===== src/rtl/pc_unit_pkg.sv =====
// Shared definitions for the PC datapath and the control unit: next-PC select
// encodings, branch opcodes and default reset/exception addresses.
package pc_unit_pkg;

    typedef enum logic [2:0] {
        PCSRC_ALU_RESULT = 3'd0,
        PCSRC_ALU_OUT    = 3'd1,
        PCSRC_REG_A      = 3'd2,
        PCSRC_JUMP       = 3'd3
    } pcsrc_e;

    localparam logic [3:0]  OP_BEQ             = 4'd1;
    localparam logic [3:0]  OP_BNE             = 4'd2;
    localparam logic [15:0] RESET_PC_DEFAULT   = 16'h0000;
    localparam logic [15:0] EXC_VECTOR_DEFAULT = 16'h0FF0;

    // Jumps stay inside the current 8 KiB region selected by PC[15:13].
    function automatic logic [15:0] jump_target(input logic [15:0] pc,
                                                input logic [11:0] imm);
        return {pc[15:13], imm, 1'b0};
    endfunction

endpackage


===== src/rtl/pc_unit_branch_cond.sv =====
// Branch condition evaluator: beq takes on Zero, bne takes on !Zero, every
// other opcode is not-taken.
module branch_cond
    import pc_unit_pkg::*;
(
    input  logic [3:0] Opcode,
    input  logic       Zero,
    output logic       taken
);

    always_comb begin
        taken = 1'b0;
        if (Opcode == OP_BEQ) begin
            taken = Zero;
        end else if (Opcode == OP_BNE) begin
            taken = !Zero;
        end
    end

endmodule


===== src/rtl/pc_unit.sv =====
// Program counter with branch/jump selection, exception entry (EPC/Cause),
// alignment fault tracking, a taken-branch pulse and a fetch counter.
module pc_unit
    import pc_unit_pkg::*;
#(
    parameter logic [15:0] RESET_PC   = RESET_PC_DEFAULT,
    parameter logic [15:0] EXC_VECTOR = EXC_VECTOR_DEFAULT
) (
    input  logic        CLK,
    input  logic        Reset,
    input  logic        PCWrite,
    input  logic        isBranch,
    input  logic [2:0]  PCSrc,
    input  logic [3:0]  Opcode,
    input  logic        Zero,
    input  logic [15:0] ALUResult,
    input  logic [15:0] ALUOut,
    input  logic [15:0] RegA,
    input  logic [11:0] JumpImm,
    input  logic        EPCWrite,
    input  logic        CauseWrite,
    input  logic        IntCause,
    output logic [15:0] PC,
    output logic [15:0] EPC,
    output logic [1:0]  Cause,
    output logic        BranchTaken,
    output logic [15:0] FetchCount
);

    logic [15:0] pc_q, pc_d;
    logic [15:0] epc_q, epc_d;
    logic        align_q, align_d;
    logic        int_cause_q, int_cause_d;
    logic        branch_taken_q, branch_taken_d;
    logic [15:0] fetch_count_q, fetch_count_d;

    logic        taken;
    logic [15:0] src_sel;
    logic        src_valid;
    logic        load_ok;

    branch_cond u_branch_cond (
        .Opcode (Opcode),
        .Zero   (Zero),
        .taken  (taken)
    );

    always_comb begin
        src_sel   = 16'h0000;
        src_valid = 1'b1;
        case (PCSrc)
            PCSRC_ALU_RESULT: src_sel = ALUResult;
            PCSRC_ALU_OUT:    src_sel = ALUOut;
            PCSRC_REG_A:      src_sel = RegA;
            PCSRC_JUMP:       src_sel = jump_target(pc_q, JumpImm);
            default:          src_valid = 1'b0;
        endcase
    end

    // Exception entry pre-empts any PC load requested in the same cycle.
    assign load_ok = !EPCWrite && src_valid && (PCWrite || (isBranch && taken));

    always_comb begin
        pc_d           = pc_q;
        epc_d          = epc_q;
        int_cause_d    = int_cause_q;
        align_d        = align_q;
        fetch_count_d  = fetch_count_q;
        branch_taken_d = load_ok && !PCWrite;

        if (EPCWrite) begin
            epc_d = pc_q - 16'd2;
            pc_d  = EXC_VECTOR;
        end else if (load_ok) begin
            pc_d = {src_sel[15:1], 1'b0};
        end

        if (CauseWrite) begin
            int_cause_d = IntCause;
            align_d     = 1'b0;
        end
        // A misaligned load in the same cycle wins over the CauseWrite clear.
        if (load_ok && src_sel[0]) begin
            align_d = 1'b1;
        end

        if (load_ok && PCSrc == PCSRC_ALU_RESULT) begin
            fetch_count_d = fetch_count_q + 16'd1;
        end
    end

    always_ff @(posedge CLK or posedge Reset) begin
        if (Reset) begin
            pc_q           <= RESET_PC;
            epc_q          <= 16'h0000;
            align_q        <= 1'b0;
            int_cause_q    <= 1'b0;
            branch_taken_q <= 1'b0;
            fetch_count_q  <= 16'h0000;
        end else begin
            pc_q           <= pc_d;
            epc_q          <= epc_d;
            align_q        <= align_d;
            int_cause_q    <= int_cause_d;
            branch_taken_q <= branch_taken_d;
            fetch_count_q  <= fetch_count_d;
        end
    end

    assign PC          = pc_q;
    assign EPC         = epc_q;
    assign Cause       = {align_q, int_cause_q};
    assign BranchTaken = branch_taken_q;
    assign FetchCount  = fetch_count_q;

endmodule


===== config.mk =====
export PLATFORM = sky130hd
export DESIGN_NAME = pc_unit
export DESIGN_NICKNAME = d
export VERILOG_FILES = /design/src/rtl/pc_unit_pkg.sv /design/src/rtl/pc_unit_branch_cond.sv /design/src/rtl/pc_unit.sv
export SDC_FILE = /design/constraint.sdc
export NUM_CORES = 1
export LEC_CHECK = 0
export ABC_AREA = 1
export BUFFER_PORTS_ARGS = -buffer_cell sky130_fd_sc_hd__buf_2
export CAP_MARGIN = 25
export CORE_MARGIN = 5
export CORE_UTILIZATION = 40
export DETAILED_ROUTE_END_ITERATION = 6
export GPL_ROUTABILITY_DRIVEN = 0
export GPL_TIMING_DRIVEN = 1
export MAX_ROUTING_LAYER = met4
export PLACE_DENSITY_LB_ADDON = 0.12
export SYNTH_ARGS = -nofsm -noshare
export SYNTH_HDL_FRONTEND = slang
export SYNTH_SLANG_ARGS = --single-unit

===== constraint.sdc =====
create_clock -name CLK -period 1.95 [get_ports CLK]
set_clock_uncertainty 0.15 [all_clocks]
set_input_delay 0.2925 -clock CLK [delete_from_list [all_inputs] [get_ports CLK]]
set_output_delay 0.2925 -clock CLK [all_outputs]
set_load 0.1 [all_outputs]

======== Yosys cells after proc, flatten, opt, wreduce, memory -nomap -nowiden ========
Cells that the tools add are included.
Widths: inputs -> output; s select.
storage, ports and cells
  input port bits ......................... 75
  flip-flop bits (word level) ............. 51
  word-level logic and storage cells ...... 38
cells by class
  reductions and logical operators ........ 15
  equality and inequality tests ........... 6
  add/sub/neg operators ................... 2
  muxes and demuxes ....................... 8
operator list
  operator               count
  $pmux 16 s4            1
  $mux 16                2
  $add 16x1->16 const B  1
  $sub 16x2->16 const B  1
  $eq 3x2->1 const B     2
  $logic_and 1x1->1      6
  $mux 1                 5
  $eq 4x1->1 const B     1
  $eq 4x2->1 const B     1
  $reduce_bool 2->1      2
  $reduce_or 4->1        1
  $eq 3x1->1 const B     1
  $logic_not 1->1        3
  $logic_not 3->1        1
  $ne 2x2->1 const B     1
  $reduce_and 2->1       1
  $logic_or 1x1->1       1

======== Longest topological paths before layout ========
Gate-level depths: netlist of the first run.
  depth in word-level cells ............... 8
  gate-level depth with buffers ........... 10
  depth with buffers taken out ............ 9

======== Modules after synthesis ========
A second synthesis of the first run with hierarchy kept.
second synthesis, totals
  cell total of the unflattened synthesis .. 425
  area, all modules ....................... 3,030.4 sq um
modules (own cells, without submodules)
  module       sequential area each (sq um)  area each (sq um)  times used  cells each
  pc_unit      1,226.2                       2,991.6            1           416
  branch_cond  0.0                           38.8               1           9

======== Least setup slack after synthesis of the first run ========
OpenSTA, ideal clock, no wires.
  path kind ............................... reg2reg
  from .................................... reg fetch_count_q[0] (netlist: FetchCount[0])
  to ...................................... reg fetch_count_q[12] (netlist: FetchCount[12])
  stages on the path, launching flop included .. 8
  required time ........................... 1,680 ps
  path slack .............................. -244 ps
  clock period less this slack ............ 2,194 ps
  data arrival time ....................... 1,924 ps
  library setup time ...................... 120 ps
  path buffers ............................ 0
  cell sequence ........................... dfrtp_1 ha_1 inv_1 nor2_1 nand3_1 xnor2_1 nand2_1 nand2_1
on the way
  word-level cells in the longest chain between the ends .. 1
ends and longest elaborated chain
  element                 RTL line        RTL
  from (decl)             pc_unit.sv:35   logic [15:0] fetch_count_q, fetch_count_d;
  from (signal assigned)  pc_unit.sv:106  fetch_count_q <= fetch_count_d;
  $add 16x1->16           pc_unit.sv:88   fetch_count_d = fetch_count_q + 16'd1;
Every way passes these cells.
A chain may end at the register's enable or synchronous reset.

======== Final worst setup path of the first run ========
  from .................................... reg pc_q[4] (netlist: PC[4])
  to ...................................... out PC[4]
RTL lines
  element                 RTL line        RTL
  from (decl)             pc_unit.sv:30   logic [15:0] pc_q, pc_d;
  from (signal assigned)  pc_unit.sv:101  pc_q <= pc_d;
  to (decl)               pc_unit.sv:23   output logic [15:0] PC,
No word-level cell between the ends.

==> results of run 1 <==
==> flip-flops by register name, summed over array words and instances, names as in the netlist <==
signal and flops:
PC 15, int_cause_q 1, FetchCount 16, EPC 15, align_q 1, BranchTaken 1
==> report_power, final <==
group / internal, mW / switching (mW) / total (mW) / leakage, nW
clock network: 0.288 / 0.361 / 0.649 / 0.0512
logic: 0.174 / 0.652 / 0.827 / 1.39
registers: 1.07 / 0.0639 / 1.14 / 0.591
total: 1.54 / 1.08 / 2.61 / 2.03
==> final cells by class <==
class / instances / area share (%)
Inverter: 29 / 2.874
Timing Repair Buffer: 133 / 17.69
Clock buffer: 6 / 2.108
Clock inverter: 2 / 0.3513
Multi-Input combinational cell: 348 / 42.10
Tap cell: 102 / 3.258
Sequential cell: 49 / 31.62
==> synth_stat cells, types with 2 or more instances <==
| cell | count |
|---|---|
| xnor2_1 | 12 |
| clkbuf_1 | 8 |
| nand2_1 | 159 |
| inv_1 | 24 |
| nand4_1 | 27 |
| dfrtp_1 | 49 |
| a21oi_1 | 6 |
| buf_2 | 5 |
| inv_2 | 2 |
| nand3_1 | 68 |
| buf_4 | 5 |
| xor2_1 | 3 |
| nand2_2 | 12 |
| ha_1 | 2 |
| o21ai_0 | 11 |
| nor2_1 | 38 |
==> routing by layer <==
layer / routed length, um / share of wire (%) / vias to the layer above / track usage (%)
met5: 0 / 0 / - / -
met4: 126 / 1.4 / 0 / 4.579
met3: 451 / 4.9 / 15 / 4.500
met2: 4753 / 52 / 80 / 36.60
met1: 3785 / 42 / 1564 / 22.50
li1: - / - / 1682 / -
==> stage by stage <==
step	cell area (um^2)	hold slack, ps	setup WS (ps)	power, mW
floorplan	3119	254.9	42.29	1.780
CTS	3918	32.12	193.9	2.634
detailed placement	3811	219.4	223.6	1.984
global placement	3811	210.1	250.0	1.976
global route	3918	40.43	131.1	2.750
finish	3918	30.90	207.2	2.613
==> cell usage in the layout, fill, tap and decap left out, drive strengths merged <==
cell           n
ha             2
nor2          40
a21boi         1
xor2           3
clkbuf         6
dlygate4sd3    1
nand2        171
a21oi          6
inv           27
nand3         69
dfrtp         49
buf          132
o21ai         12
nor3b          1
nor3           1
clkinv         4
nand4         27
nand3b         1
xnor2         12
conb           2
==> kinds of logic (layout without fill, tap and decap cells) <==
group / Yosys count / after routing
flip-flops: 49 / 49
buffers and inverters: 49 / 170
other: 1 / 2
AO/OA/AOI/OAI: 19 / 19
AND/OR/NAND/NOR: 310 / 310
adder cells (fa/ha/maj): 2 / 2
XOR/XNOR: 15 / 15
==> final timing paths <==
| kind | startpoint | endpoint | slack (ps) |
|---|---|---|---|
| min | IntCause | int_cause_q$_DFFE_PP0P_ | 30 |
| max in group asynchronous | Reset | EPC[5]$_DFFE_PP0P_ | 620 |
| max reg2reg | FetchCount[0]$_DFFE_PP0P_ | FetchCount[12]$_DFFE_PP0P_ | 290 |
| min in group asynchronous | Reset | BranchTaken$_DFF_PP0_ | 410 |
| min reg2reg | EPC[14]$_DFFE_PP0P_ | EPC[14]$_DFFE_PP0P_ | 330 |
| max | PC[4]$_DFFE_PP0P_ | PC[4] | 210 |
==> results.toml, run 1 <==
[run_status]
outcome = "finished, final reports clean"

[global_routing]
number_of_global_route_vias_before_repair = 3426
antenna_found_initial = 0
globalRouteTotalUtil_pct = 20.17
global_route_wire_length_before_repair_um = 15530
pin_count_of_the_biggest_net_entering_global_routing = 37
globalRoute.totalOverflow = 0

[logic_synthesis]
most_instantiated_flip_flop_cell_in_the_synthesis_netlist = "dfrtp_1"
area_share_of_xor_xnor_cells_in_the_synthesized_design_pct = 4.234
fraction_of_registers_with_async_set_reset_pct = 100.0
muxShareOfSynthArea_pct = 0
ys_warn_count = 0
synthDistinctLibCells = 30
synth.ff_latch_count = 49
netlist_area_um2 = 3103
synth_top_area_share_pct = 39.52
synth_top_cells_by_area = "dfrtp_1, nand2_1, nand3_1"
number_of_cells_produced_by_synthesis = 445
dominant_combinational_cell_family_by_area_after_synthesis = "simple AND/OR/NAND/NOR gates"
seq_area_frac_synth_pct = 39.52
yosys.area_share.adder_pct = 0.8065
synth_top_area_cell = "dfrtp_1"
syn_area_per_cell_um2 = 6.973
yosys.area_share.simple_pct = 44.60
synth_compound_area_share_pct = 3.266
synth_enable_flop_cells = 0

[power]
p_leak_nw = 2.034
worst_ir_drop_vdd_mv = 0.3530
p_per_area_nw_per_um2 = 666.9

[layout]
seq_area_um2 = 1239
number_of_standard_cells_in_the_layout_taps_in_and_fillers_out = 669
antennaDiodeCount = 0
relative_area_change_from_synthesis_to_final_layout_pct = 26.25
fillers = 812
finalNetCount = 643
multi_input_area_um2 = 1649
utilization_pct = 51.23
drive_above_1_share_pct = 30.34

[setup_path]
timing.critical_path.to_type = "output port"
critical-path-top-delay-family = "flip-flops"
worst_path_largest_cell_delay_ps = 500
kind_of_start_point_of_the_critical_path = "flop"
crit_type = "reg -> out"
critical_path.cell_chain = "buf_2"
timing.critical_path.depth = 1
crit_fanout = 5
critical_path_buf_inv_count = 1
critical-path-slowest-cell = "dfrtp_1"
r2r_depth = 7
required_time_reported_for_the_critical_path_endpoint_ps = 1510
arrival_ps = 1300

[clocking]
worst_setup_hold_path_clk_slew_ps = 100
cts_made_buffers = 5
max_clock_buf_depth = 2
cts-root-buf = "clkbuf_8"
clk_latency_ps = 310
cts.repair_timing.setup_buffer_count = 0
cts.sinks = 49
cts_tree = "built"
ctsHoldBuffers = 1
ctsHtreeMaxLevel = 2
post_cts_resize_count = 0

[sta]
fin_crit_sh_pct = 89.37
timing.setup.tns_ps = 0
period_needed_ps = 1743
final_hold_viol_count = 0
fmax_ghz = 0.5738
timing.max_slew.rel_slack_pct = 63.64
timing.final.max_slew_violations = 0
setup_violations = 0
tightest_slew_ps = 544.7
unrepaired_setup_endpoints_after_global_routing = "no"

[detailed_routing]
initialDrtViolationCount = 139
drc = 0
drt_pre_antenna_iters = 4
wl_per_cell_um = 13.63
ant_nets = 0
postRouteWirelength_um = 9116
vias = 3341
post_drt_via_cell_ratio = 4.994

[floorplanning]
die_h_um = 98.08
floorplan.initialDensity_pct = 40.58
rows = 32
die_w_um = 98.08
design.portCount = 126
floorplan.die_area_um2 = 9619
core_area_um2 = 7647

[placed_design]
detailedPlacementHpwl_um = 7081
place.port_buffers = 123
dpl.cell_count = 660

[run]
cap_viol_max_count = 0

[min_path]
min-delay-path-class = "in -> reg"
worst_hold_path.num_cells = 3
Note: power is estimated with default switching activity, not from simulation.
==> inputs of run 2 (changes only) <==
BUFFER_PORTS_ARGS = unset   (was -buffer_cell sky130_fd_sc_hd__buf_2)
DONT_BUFFER_PORTS = 1   (was unset)
==> results.toml, run 2 (synthesized netlist as in run 1, its figures left out) <==
[clocking]
ctsHtreeMaxLevel = 2
cts-root-buf = "clkbuf_8"
clk_latency_ps = 310
cts_tree = "built"
cts.repair_timing.setup_buffer_count = 0
cts.sinks = 49
worst_setup_hold_path_clk_slew_ps = 100
post_cts_resize_count = 0
cts_made_buffers = 5
max_clock_buf_depth = 2

[sta]
timing.max_slew.rel_slack_pct = 54.19
tightest_slew_ps = 686.1
fin_crit_sh_pct = 82.37
setup_violations = 0
period_needed_ps = 1606
fmax_ghz = 0.6226
unrepaired_setup_endpoints_after_global_routing = "no"
timing.final.max_slew_violations = 0
timing.setup.tns_ps = 0
final_hold_viol_count = 0
fin_ws_ps = 343.8

[power]
p_leak_nw = 1.782
p_per_area_nw_per_um2 = 716.2
worst_ir_drop_vdd_mv = 0.5128

[global_routing]
globalRoute.totalOverflow = 0
number_of_global_route_vias_before_repair = 3022
global_route_wire_length_before_repair_um = 14630
antenna_found_initial = 0
pin_count_of_the_biggest_net_entering_global_routing = 34
globalRouteTotalUtil_pct = 19.01

[detailed_routing]
drc = 0
wl_per_cell_um = 14.57
drt_pre_antenna_iters = 5
ant_nets = 0
postRouteWirelength_um = 8715
post_drt_via_cell_ratio = 5.104
initialDrtViolationCount = 132
vias = 3052

[layout]
finalNetCount = 572
antennaDiodeCount = 0
max_reg_flops = 16
finish.instance_area_um2 = 3721
drive_above_1_share_pct = 19.56
utilization_pct = 48.66
number_of_standard_cells_in_the_layout_taps_in_and_fillers_out = 598
final_common_cell = "nand2_1"
layout_common_cells = "nand2_1, nand3_1, buf_4"
relative_area_change_from_synthesis_to_final_layout_pct = 19.92

[placed_design]
place.port_buffers = 0
instance_area_after_placement_um2 = 3556
detailedPlacementHpwl_um = 6677
dp_slack_ps = 381.1
dpl.cell_count = 585

[run]
cap_viol_max_count = 0

[setup_path]
timing.critical_path.to_type = "flop"
required_time_reported_for_the_critical_path_endpoint_ps = 2050
arrival_ps = 1710
crit_fanout = 5
crit_type = "reg -> reg"
kind_of_start_point_of_the_critical_path = "flop"

[run_status]
outcome = "finished, final reports clean"

[floorplanning]
die_w_um = 98.08
core_area_um2 = 7647
design.portCount = 126
die_h_um = 98.08
floorplan.die_area_um2 = 9619
rows = 32
floorplan.initialDensity_pct = 40.58

[min_path]
min-delay-path-class = "in -> reg"
-- run 2: repair_timing --
item / in CTS / in global routing
setup endpoints to repair: 0 / 0
endpoints found under the hold margin: 42 / 0
hold buffers: 5 / 0
-- run 2: power breakdown --
group / switching, mW / internal [mW] / total [mW]
Clock: 0.368 / 0.384 / 0.752
Sequential: 0.0506 / 1.07 / 1.12
Combinational: 0.629 / 0.161 / 0.790
-- run 2: layout make-up --
cell class | instances | area, um^2
repair buffers | 62 | 478.0
fillers | 789 | 3926
flip-flops and latches | 49 | 1239
clock buffers | 5 | 68.82
multi-input cells | 348 | 1649
clock inverters | 3 | 46.29
inverters | 29 | 112.6
well taps | 102 | 127.6
-- run 2: metal layers --
| metal | up-vias | track usage [%] | wire [um] |
|---|---|---|---|
| met5 | - | - | 0 |
| met4 | 0 | 3.301 | 65 |
| met3 | 10 | 4.929 | 550 |
| met2 | 90 | 32.04 | 4435 |
| met1 | 1410 | 23.29 | 3663 |
| li1 | 1542 | - | - |
-- run 2: through the flow --
step / hold WS, ps / power, mW
after floorplan: 254.9 / 1.780
after global placement: 176.9 / 1.923
after detailed placement: 174.4 / 1.927
after CTS: 7.812 / 2.694
after global routing: 4.941 / 2.808
final: 9.621 / 2.665
-- run 2: worst max-delay path: stages, from the launching register on --
cell and delay, ps:
dfrtp_1 440, inv_1 80, ha_1 160, inv_1 70, nor2_1 290, nand3_1 130, nand2_1 80, nand3_1 70
nand2_1 80
-- run 2: path summary, 6_finish.rpt --
check,from,end,slack (ps),cells after the start
setup / recovery,PC[2]$_DFFE_PP0P_,EPC[11]$_DFFE_PP0P_,340,8
hold / removal,ALUResult[0],align_q$_DFFE_PP0P_,10,2
setup reg to reg,PC[2]$_DFFE_PP0P_,EPC[11]$_DFFE_PP0P_,340,8
hold reg to reg,FetchCount[15]$_DFFE_PP0P_,FetchCount[15]$_DFFE_PP0P_,400,2
max in group asynchronous,Reset,EPC[11]$_DFFE_PP0P_,650,3
min in group asynchronous,Reset,int_cause_q$_DFFE_PP0P_,380,2
==> inputs of run 3 (changes only) <==
clock period = 1.42 ns   (was 1.95 ns; I/O delays follow)
==> results.toml, run 3 (synthesized netlist as in run 1, its figures left out) <==
[setup_path]
critical-path-slowest-cell = "dfrtp_4"
arrival_ps = 1080
crit-reg2reg-capture = "EPC[15]$_DFFE_PP0P_"
critical-path-top-delay-family = "flip-flops"
kind_of_start_point_of_the_critical_path = "flop"
worst_path_largest_cell_delay_ps = 460
required_time_reported_for_the_critical_path_endpoint_ps = 1060
crit_type = "reg -> out"
crit_fanout = 3
critical_path.cell_chain = "buf_4"
reg2reg_start = "PC[2]$_DFFE_PP0P_"
r2r_depth = 9
timing.critical_path.to_type = "output port"
regToRegSetupSlack_ps = -20
critical_path_buf_inv_count = 1

[layout]
max_reg_flops = 16
final_common_cell = "nand2_1"
layout_common_cells = "nand2_1, nand3_1, buf_4"
drive_above_1_share_pct = 39.08
number_of_standard_cells_in_the_layout_taps_in_and_fillers_out = 624
relative_area_change_from_synthesis_to_final_layout_pct = 49.72
antennaDiodeCount = 0
finalNetCount = 598

[detailed_routing]
initialDrtViolationCount = 159
ant_nets = 0
vias = 3271
drt_pre_antenna_iters = 4
postRouteWirelength_um = 9933
post_drt_via_cell_ratio = 5.242
wl_per_cell_um = 15.92
drc = 0

[floorplanning]
core_area_um2 = 7647
floorplan.initialDensity_pct = 40.58
die_h_um = 98.08
floorplan.die_area_um2 = 9619
rows = 32
design.portCount = 126
die_w_um = 98.08

[run_status]
outcome = "complete, but fails checks"
failed_checks = "negative hold slack, negative setup slack"

[placed_design]
detailedPlacementHpwl_um = 7184
dpl.cell_count = 599
place.port_buffers = 0

[global_routing]
grt.met2_usage_pct = 34.19
antenna_found_initial = 0
met1_usage_pct = 23.14
grt.met3_usage_pct = 5.071
global_route_wire_length_before_repair_um = 15310
pin_count_of_the_biggest_net_entering_global_routing = 31
globalRoute.totalOverflow = 0
number_of_global_route_vias_before_repair = 3171
globalRouteTotalUtil_pct = 19.90
grt.busiest_layer = "met2"

[min_path]
min-delay-path-class = "in -> reg"
worst_hold_path.num_cells = 2
min_from = "EPCWrite"
whs_endpoint = "EPC[15]$_DFFE_PP0P_"

[sta]
timing.final.max_slew_violations = 0
period_needed_ps = 1446
unrepaired_setup_endpoints_after_global_routing = "yes"
final_hold_viol_count = 8
fmax_ghz = 0.6914
fin_crit_sh_pct = 101.8
hold_slack_ps = -124.8
fin_ws_ps = -26.25
setup_violations = 8

[clocking]
worst_setup_hold_path_clk_slew_ps = 90
ctsHoldBuffers = 6
max_clock_buf_depth = 2
cts-root-buf = "clkbuf_8"
ctsHtreeMaxLevel = 2
cts_made_buffers = 5
clk_latency_ps = 300
cts.sinks = 49
cts_tree = "built"

[power]
p_leak_nw = 2.029
worst_ir_drop_vdd_mv = 0.6603
post-layout-total-power_mw = 3.804
p_per_area_nw_per_um2 = 818.8

[run]
cap_viol_max_count = 0
[run 3: cell type report]
class,count,area (um^2)
clock buffers,8,90.09
fillers,656,3002
inverters,29,126.4
multi-input cells,348,1984
flip-flops and latches,49,1333
well taps,102,127.6
repair buffers,88,984.7
[run 3: worst max path at each step]
stage / from / endpoint / slack (ps) / cells after the start
after global placement: PC[3]$_DFFE_PP0P_ / EPC[12]$_DFFE_PP0P_ / 20 / 6
final: PC[2]$_DFFE_PP0P_ / PC[2] / -30 / 1
after detailed placement: PC[4]$_DFFE_PP0P_ / EPC[15]$_DFFE_PP0P_ / -10 / 8
after CTS: PC[2]$_DFFE_PP0P_ / EPC[15]$_DFFE_PP0P_ / -20 / 9
after global routing: PC[9]$_DFFE_PP0P_ / EPC[15]$_DFFE_PP0P_ / -90 / 8
after floorplan: FetchCount[0]$_DFFE_PP0P_ / FetchCount[12]$_DFFE_PP0P_ / -150 / 7
[run 3: power by group]
part	switching [mW]	internal (mW)
combinational	0.927	0.401
clock	0.476	0.399
sequential	0.107	1.49
total	1.51	2.29
[run 3: metal layers]
metal | wire, um | vias to the layer above
li1 | - | 1595
met1 | 3844 | 1549
met2 | 5307 | 105
met3 | 576 | 22
met4 | 204 | 0
met5 | 0 | -
[run 3: stage by stage]
| step | TNS (ps) | worst slack [ps] | cell area, um^2 | hold slack [ps] | util, % |
|---|---|---|---|---|---|
| after floorplan | -1346 | -149.0 | 3368 | 99.19 | - |
| after global placement | 0 | 21.45 | 3985 | -76.44 | 52.11 |
| after detailed placement | -10.76 | -10.76 | 3985 | -73.30 | 52.11 |
| after CTS | -35.11 | -17.76 | 4272 | -123.1 | 55.86 |
| after global routing | -1012 | -90.62 | 4646 | -128.1 | 60.75 |
| final | -87.93 | -26.25 | 4646 | -124.8 | 60.75 |
[run 3: repair_timing]
item | in CTS | in global routing
cloned | 0 | 0
endpoints found under the setup margin | 32 | 35
resized for setup | 36 | 72
endpoints found under the hold margin | 61 | 8
pin swaps | 2 | 22
setup buffers | 0 | 11
